**config.mk**
```make
export PLATFORM = sky130hd
export DESIGN_NAME = memory_stage
export DESIGN_NICKNAME = d
export VERILOG_FILES = /design/src/rtl/memory_stage_pkg.sv /design/src/rtl/memory_stage_load_align.sv /design/src/rtl/memory_stage.sv
export SDC_FILE = /design/constraint.sdc
export NUM_CORES = 1
export LEC_CHECK = 0
export BUFFER_PORTS_ARGS = -buffer_cell sky130_fd_sc_hd__buf_2
export CAP_MARGIN = 5
export CELL_PAD_IN_SITES_DETAIL_PLACEMENT = 1
export CELL_PAD_IN_SITES_GLOBAL_PLACEMENT = 2
export CORE_ASPECT_RATIO = 1.75
export CORE_MARGIN = 5
export CORE_UTILIZATION = 30
export DETAILED_ROUTE_END_ITERATION = 6
export HOLD_SLACK_MARGIN = 0.05
export PLACE_DENSITY = 0.89
export SYNTH_ARGS = -nofsm -noshare
export SYNTH_HDL_FRONTEND = slang
export SYNTH_HIERARCHICAL = 1
export SYNTH_SLANG_ARGS = --single-unit
export TNS_END_PERCENT = 100
```
**constraint.sdc**
```tcl
create_clock -name clk -period 5.45 [get_ports clk]
set_input_delay 0 -clock clk [delete_from_list [all_inputs] [get_ports clk]]
set_output_delay 0 -clock clk [all_outputs]
set_load 0.01 [all_outputs]
```
**src/rtl/memory_stage_pkg.sv**
```systemverilog
// memory_stage_pkg: control-bit indices and memory-stage FSM encodings
package memory_stage_pkg;
  localparam int I_MEM_R = 0;
  localparam int I_MEM_W = 1;
  localparam int I_LW    = 2;
  localparam int I_LB    = 3;
  localparam int I_LBU   = 4;
  localparam int I_LH    = 5;
  localparam int I_LHU   = 6;
  localparam int I_LWL   = 7;
  localparam int I_LWR   = 8;
  localparam int I_MAX   = 9;

  typedef enum logic [1:0] {
    MS_IDLE = 2'd0,
    MS_WAIT = 2'd1,
    MS_HOLD = 2'd2
  } ms_state_e;
endpackage

```
**src/rtl/memory_stage_load_align.sv**
```systemverilog
// memory_stage_load_align: extracts byte/half/word and merges LWL/LWR from a returned data word
module memory_stage_load_align
  import memory_stage_pkg::*;
(
  input  logic [I_MAX-1:0] i_ctrl,
  input  logic [31:0]      i_w,
  input  logic [31:0]      i_rdata2,
  input  logic [31:0]      i_result,
  input  logic [1:0]       i_off,
  output logic [31:0]      o_data
);
  logic [5:0]  w_sh;
  logic [31:0] w_dn;
  logic [31:0] w_lwl_mask;
  logic [31:0] w_lwr_mask;

  assign w_sh       = {1'b0, i_off, 3'b000};
  assign w_dn       = i_w >> w_sh;
  assign w_lwl_mask = 32'hffffffff >> (w_sh + 6'd8);
  assign w_lwr_mask = ~(32'hffffffff >> w_sh);

  // stores and non-loads keep the execute result; loads pick their extraction
  always_comb begin
    o_data = (!i_ctrl[I_MEM_R] || i_ctrl[I_MEM_W]) ? i_result
           : i_ctrl[I_LB]  ? {{24{w_dn[7]}}, w_dn[7:0]}
           : i_ctrl[I_LBU] ? {24'd0, w_dn[7:0]}
           : i_ctrl[I_LH]  ? {{16{w_dn[15]}}, w_dn[15:0]}
           : i_ctrl[I_LHU] ? {16'd0, w_dn[15:0]}
           : i_ctrl[I_LWL] ? (i_w << (6'd24 - w_sh)) | (i_rdata2 & w_lwl_mask)
           : i_ctrl[I_LWR] ? w_dn | (i_rdata2 & w_lwr_mask)
           : i_ctrl[I_LW]  ? i_w
           : i_result;
  end
endmodule

```
**src/rtl/memory_stage.sv**
```systemverilog
// memory_stage: waits for data-bus responses, aligns load data and registers results toward writeback.
// Optional forwarding port enabled by defining MEM_STAGE_FWD_EN; otherwise forwarding outputs are tied to zero.
module memory_stage
  import memory_stage_pkg::*;
(
  input  logic             clk,
  input  logic             resetn,
  input  logic             data_data_ok,
  input  logic [31:0]      data_rdata,
  output logic [4:0]       mem_fwd_addr,
  output logic [31:0]      mem_fwd_data,
  output logic             mem_fwd_ok,
  output logic             ready_o,
  input  logic             valid_i,
  input  logic [31:0]      pc_i,
  input  logic [31:0]      inst_i,
  input  logic [I_MAX-1:0] ctrl_i,
  input  logic [31:0]      result_i,
  input  logic [31:0]      eaddr_i,
  input  logic [31:0]      rdata2_i,
  input  logic [4:0]       waddr_i,
  input  logic             ready_i,
  output logic             valid_o,
  output logic [31:0]      pc_o,
  output logic [31:0]      inst_o,
  output logic [I_MAX-1:0] ctrl_o,
  output logic [31:0]      result_o,
  output logic [4:0]       waddr_o
);
  ms_state_e   r_state;
  ms_state_e   w_next;
  logic [31:0] r_buf;
  logic [31:0] w_word;
  logic [31:0] w_result;
  logic        w_mem;
  logic        w_data;
  logic        w_take;
  logic        w_load;
  logic        w_unused;

  assign w_mem    = valid_i & (ctrl_i[I_MEM_R] | ctrl_i[I_MEM_W]);
  assign w_take   = data_data_ok & ((r_state == MS_WAIT) | ((r_state == MS_IDLE) & w_mem));
  assign w_data   = (r_state == MS_HOLD) | w_take;
  assign w_word   = (r_state == MS_HOLD) ? r_buf : data_rdata;
  assign w_load   = ready_i & (((r_state == MS_IDLE) & !w_mem) | w_data);
  assign ready_o  = (r_state == MS_IDLE) & (ready_i | !valid_i) & !(w_mem & !(data_data_ok & ready_i));
  assign w_unused = ^eaddr_i[31:2];

  memory_stage_load_align u_align (
    .i_ctrl   (ctrl_i),
    .i_w      (w_word),
    .i_rdata2 (rdata2_i),
    .i_result (result_i),
    .i_off    (eaddr_i[1:0]),
    .o_data   (w_result)
  );

  // next state: wait for the response, then park it in HOLD until downstream accepts
  always_comb begin
    w_next = r_state;
    w_next = (r_state == MS_HOLD) ? (ready_i ? MS_IDLE : MS_HOLD)
           : ((r_state == MS_WAIT) || w_mem) ? (!data_data_ok ? MS_WAIT : ready_i ? MS_IDLE : MS_HOLD)
           : MS_IDLE;
  end

  // state register
  always_ff @(posedge clk or negedge resetn) begin
    if (!resetn) r_state <= MS_IDLE;
    else         r_state <= w_next;
  end

  // capture the response word so it survives a downstream stall
  always_ff @(posedge clk or negedge resetn) begin
    if (!resetn)     r_buf <= '0;
    else if (w_take) r_buf <= data_rdata;
  end

  // output registers: load on completion, bubble when downstream drains, else hold
  always_ff @(posedge clk or negedge resetn) begin
    if (!resetn) begin
      valid_o  <= 1'b0;
      pc_o     <= '0;
      inst_o   <= '0;
      ctrl_o   <= '0;
      result_o <= '0;
      waddr_o  <= '0;
    end else if (w_load) begin
      valid_o  <= (r_state == MS_IDLE) ? valid_i : 1'b1;
      pc_o     <= pc_i;
      inst_o   <= inst_i;
      ctrl_o   <= ctrl_i;
      result_o <= w_result;
      waddr_o  <= waddr_i;
    end else if (ready_i) begin
      valid_o  <= 1'b0;
    end
  end

`ifdef MEM_STAGE_FWD_EN
  assign mem_fwd_addr = valid_o ? waddr_o : 5'd0;
  assign mem_fwd_data = result_o;
  assign mem_fwd_ok   = valid_o;
`else
  assign mem_fwd_addr = 5'd0;
  assign mem_fwd_data = 32'd0;
  assign mem_fwd_ok   = 1'b0;
`endif
endmodule

```
==> out/metrics.csv <==
metric;value;unit
status;finished, final reports clean;
setup_viol;0;
routed_wl;59100;µm
power_density;287;nW/µm²
post_cts_resized;0;
vias_per_cell;6.19;
cp_slowest_cell;dfrtp_4;
num-fill-cells;4880;
antenna_found_initial;3;
nets;1937;
fin_crit_sh;0.752;
pin_count;361;
finalCoreUtilization;0.379;
fin_setup_tns;0;ns
crit_chain;nor2b_2 -> mux2_2 -> mux4_2 -> a21o_4 -> a21oi_4 -> a211oi_1 -> and4b_1 -> a31oi_1 -> nand4_1;
syn2layout_area_growth;25.6;%
rsz0062_at_grt;no;
num_vias;14217;
critPathMaxStageDelay;0.74;ns
dp.cells;2139;
initial_core_util;0.302;
place_congestion;0.921;
synth_top_area_cell;dfrtp_1;
vdd_drop_max;0.174;mV
core_area;41500;µm²
dr.pass1.iters;5;
yosysWarnings;6;
final.setup.worst_slack;1.35;ns
hold_viol;0;
post-place-ws;1.36;ns
drive_gt1_frac;0.232;
p_leak;6.59;nW
grt_overflow_total;0;
combPwrFrac;0.360;
worst_pin_slew;1.27;ns
critical_path.max_fanout;55;
grt_pass1_vias;15282;
r2r_cells;9;
final-seq-area;3640;µm²
async_flop_share;1.00;
num_rows;99;
drtIter0Drc;1099;
required;5.76;ns
worstSkewPairLatency;0.45;ns
hold_path.class;primary input to asynchronous set/reset pin;
clock_tree.buffer_depth;2;
endpoint_kind;register;
arrival;4.41;ns
synth.avg_cell_area;8.52;µm²
die_area;46100;µm²
clk_pin_slew_worst_paths;0.06;ns
numCtsBuffers;17;
ys_ff_latch;145;
ys_seq_area_frac;0.290;
synth.distinct_cells;49;
crit_type;register to register;
clkSinkCount;145;
p_int;0.00273;W
maxSlewViolCount;0;
clockPowerShare;0.288;
setup.worst_path.start_class;register;
netlist_instances;1471;
finalNonFillerCells;2295;
grt_usage;0.244;
yosys-top-cells-area;dfrtp_1, nand4_1, and4b_1;
cts_setup_buffers;0;
maxClockFrequency;244;MHz
p_switching;0.00179;W
synth_edf_count;0;
grt_pass1_wl;88800;µm
fin_crit;4.10;ns
wire_per_inst;25.7;µm
drc;0;
timing.slew.headroom;0.149;
port_buffers;292;
seq_power_share;0.353;
htreeDepth;4;
cts_root_buffer;clkbuf_16;
synth_top_area_frac;0.290;
cap_viol_max_count;0;
die_h;280;µm
grt_max_degree;225;
die_w;165;µm
ys.flop_type;dfrtp_1;
tritoncts;built;
hold-worst-slack;0.0659;ns
hpwl;38100;µm
detail-route-antenna-nets;0;
switching_share;0.396;
syn-cell-area;12500;µm²
skew;0.00901;ns
multi_input_area;7840;µm²
-- repair_timing --
action | 4_1_cts | 5_1_grt
endpoints found under the hold margin | 162 | 0
endpoints found under the setup margin | 0 | 0
hold buffers | 123 | 0
-- path summary, 6_finish.rpt --
path / start / end / slack, ns
min in group clk: data_data_ok / r_state[0] / 0.09
worst max register to register: r_state[0] / result_o[31] / 1.35
worst min-delay path: resetn / pc_o[10] / 0.07
max in group asynchronous: resetn / r_state[1] / 4.12
worst min register to register: r_buf[12] / r_buf[12] / 0.49
worst max-delay path: r_state[0] / result_o[31] / 1.35
-- critical path: cells and delay by family (launching register included) --
family             cells  cell delay [ns]
muxes                  2             1.10
AOI/OAI and AO/OA      4             1.06
DFF                    1             0.74
and+or+nand+nor        3             1.03
-- placed cells by master (no fill, tap or decap), drive strengths merged, types with 2 or more instances in the layout --
master	netlist	routed
buf	125	312
nand4	218	218
dfrtp	145	145
nand2	126	126
dlygate4sd3	0	123
o211ai	116	116
a31oi	112	112
and4b	110	110
mux2i	78	78
mux2	64	64
o21ai	42	42
a211oi	39	39
conb	1	38
nor2	36	36
clkbuf	111	23
a21oi	21	21
a32oi	19	19
nor2b	14	14
inv	13	13
nand3	11	11
o22ai	10	10
a21bo	8	8
o311ai	8	8
nand3b	8	8
a221oi	8	8
a22oi	7	7
nor3	6	6
clkinv	1	5
bufinv	0	3
nand2b	3	3
diode	0	2
and2	2	2
-- layer usage --
layer,GRT usage,vias up,wire length [µm]
met4,0.182,0,4730
met2,0.420,597,29300
met1,0.267,7170,22000
met3,0.0388,176,2970
met5,0,-,0
li1,-,6274,-
-- cells in the mapped netlist, drive strengths merged, types with 11 or more instances --
cell	number
a211oi	39
a21oi	21
a31oi	112
a32oi	19
and4b	110
buf	125
clkbuf	111
dfrtp	145
inv	13
mux2	64
mux2i	78
nand2	126
nand3	11
nand4	218
nor2	36
nor2b	14
o211ai	116
o21ai	42
-- per-stage QoR --
| step | instance area [µm²] | power, W |
|---|---|---|
| floorplan | 12700 | 0.00247 |
| global placement | 13900 | 0.00306 |
| detailed placement | 13900 | 0.00315 |
| CTS | 15700 | 0.00455 |
| global route | 15700 | 0.00475 |
| finish | 15700 | 0.00452 |
-- registers in the layout, summed over array words and instances, names as in the netlist --
register / cells
pc_o: 32
r_state: 2
inst_o: 32
ctrl_o: 9
r_buf: 32
result_o: 32
waddr_o: 5
valid_o: 1
-- power groups by stage --
| stage | combinational (W) | sequential (W) | clock, W |
|---|---|---|---|
| after floorplan | 0.000838 | 0.00163 | 0 |
| after global placement | 0.00148 | 0.00158 | 0 |
| after global routing | 0.00174 | 0.00163 | 0.00137 |
| after CTS | 0.00162 | 0.00159 | 0.00134 |
| after detailed placement | 0.00154 | 0.00161 | 0 |
| final | 0.00163 | 0.00160 | 0.00130 |
-- final cells by class --
class                           count  area share
Clock buffer                       23      0.0316
Multi-Input combinational cell   1113       0.498
Tap cell                          555      0.0441
Inverter                           14     0.00358
Timing Repair Buffer              435       0.183
Clock inverter                      8     0.00795
Antenna cell                        2    0.000318
Sequential cell                   145       0.231
-- cells by family after synthesis --
logic type             Yosys count  share of synthesized area
AOI/OAI and AO/OA              393                      0.220
buffers and inverters          250                     0.0986
DFF                            145                      0.290
muxes                          143                      0.122
other                            1                   0.000299
and+or+nand+nor                539                      0.270
Power figures use the tool's default switching activity.
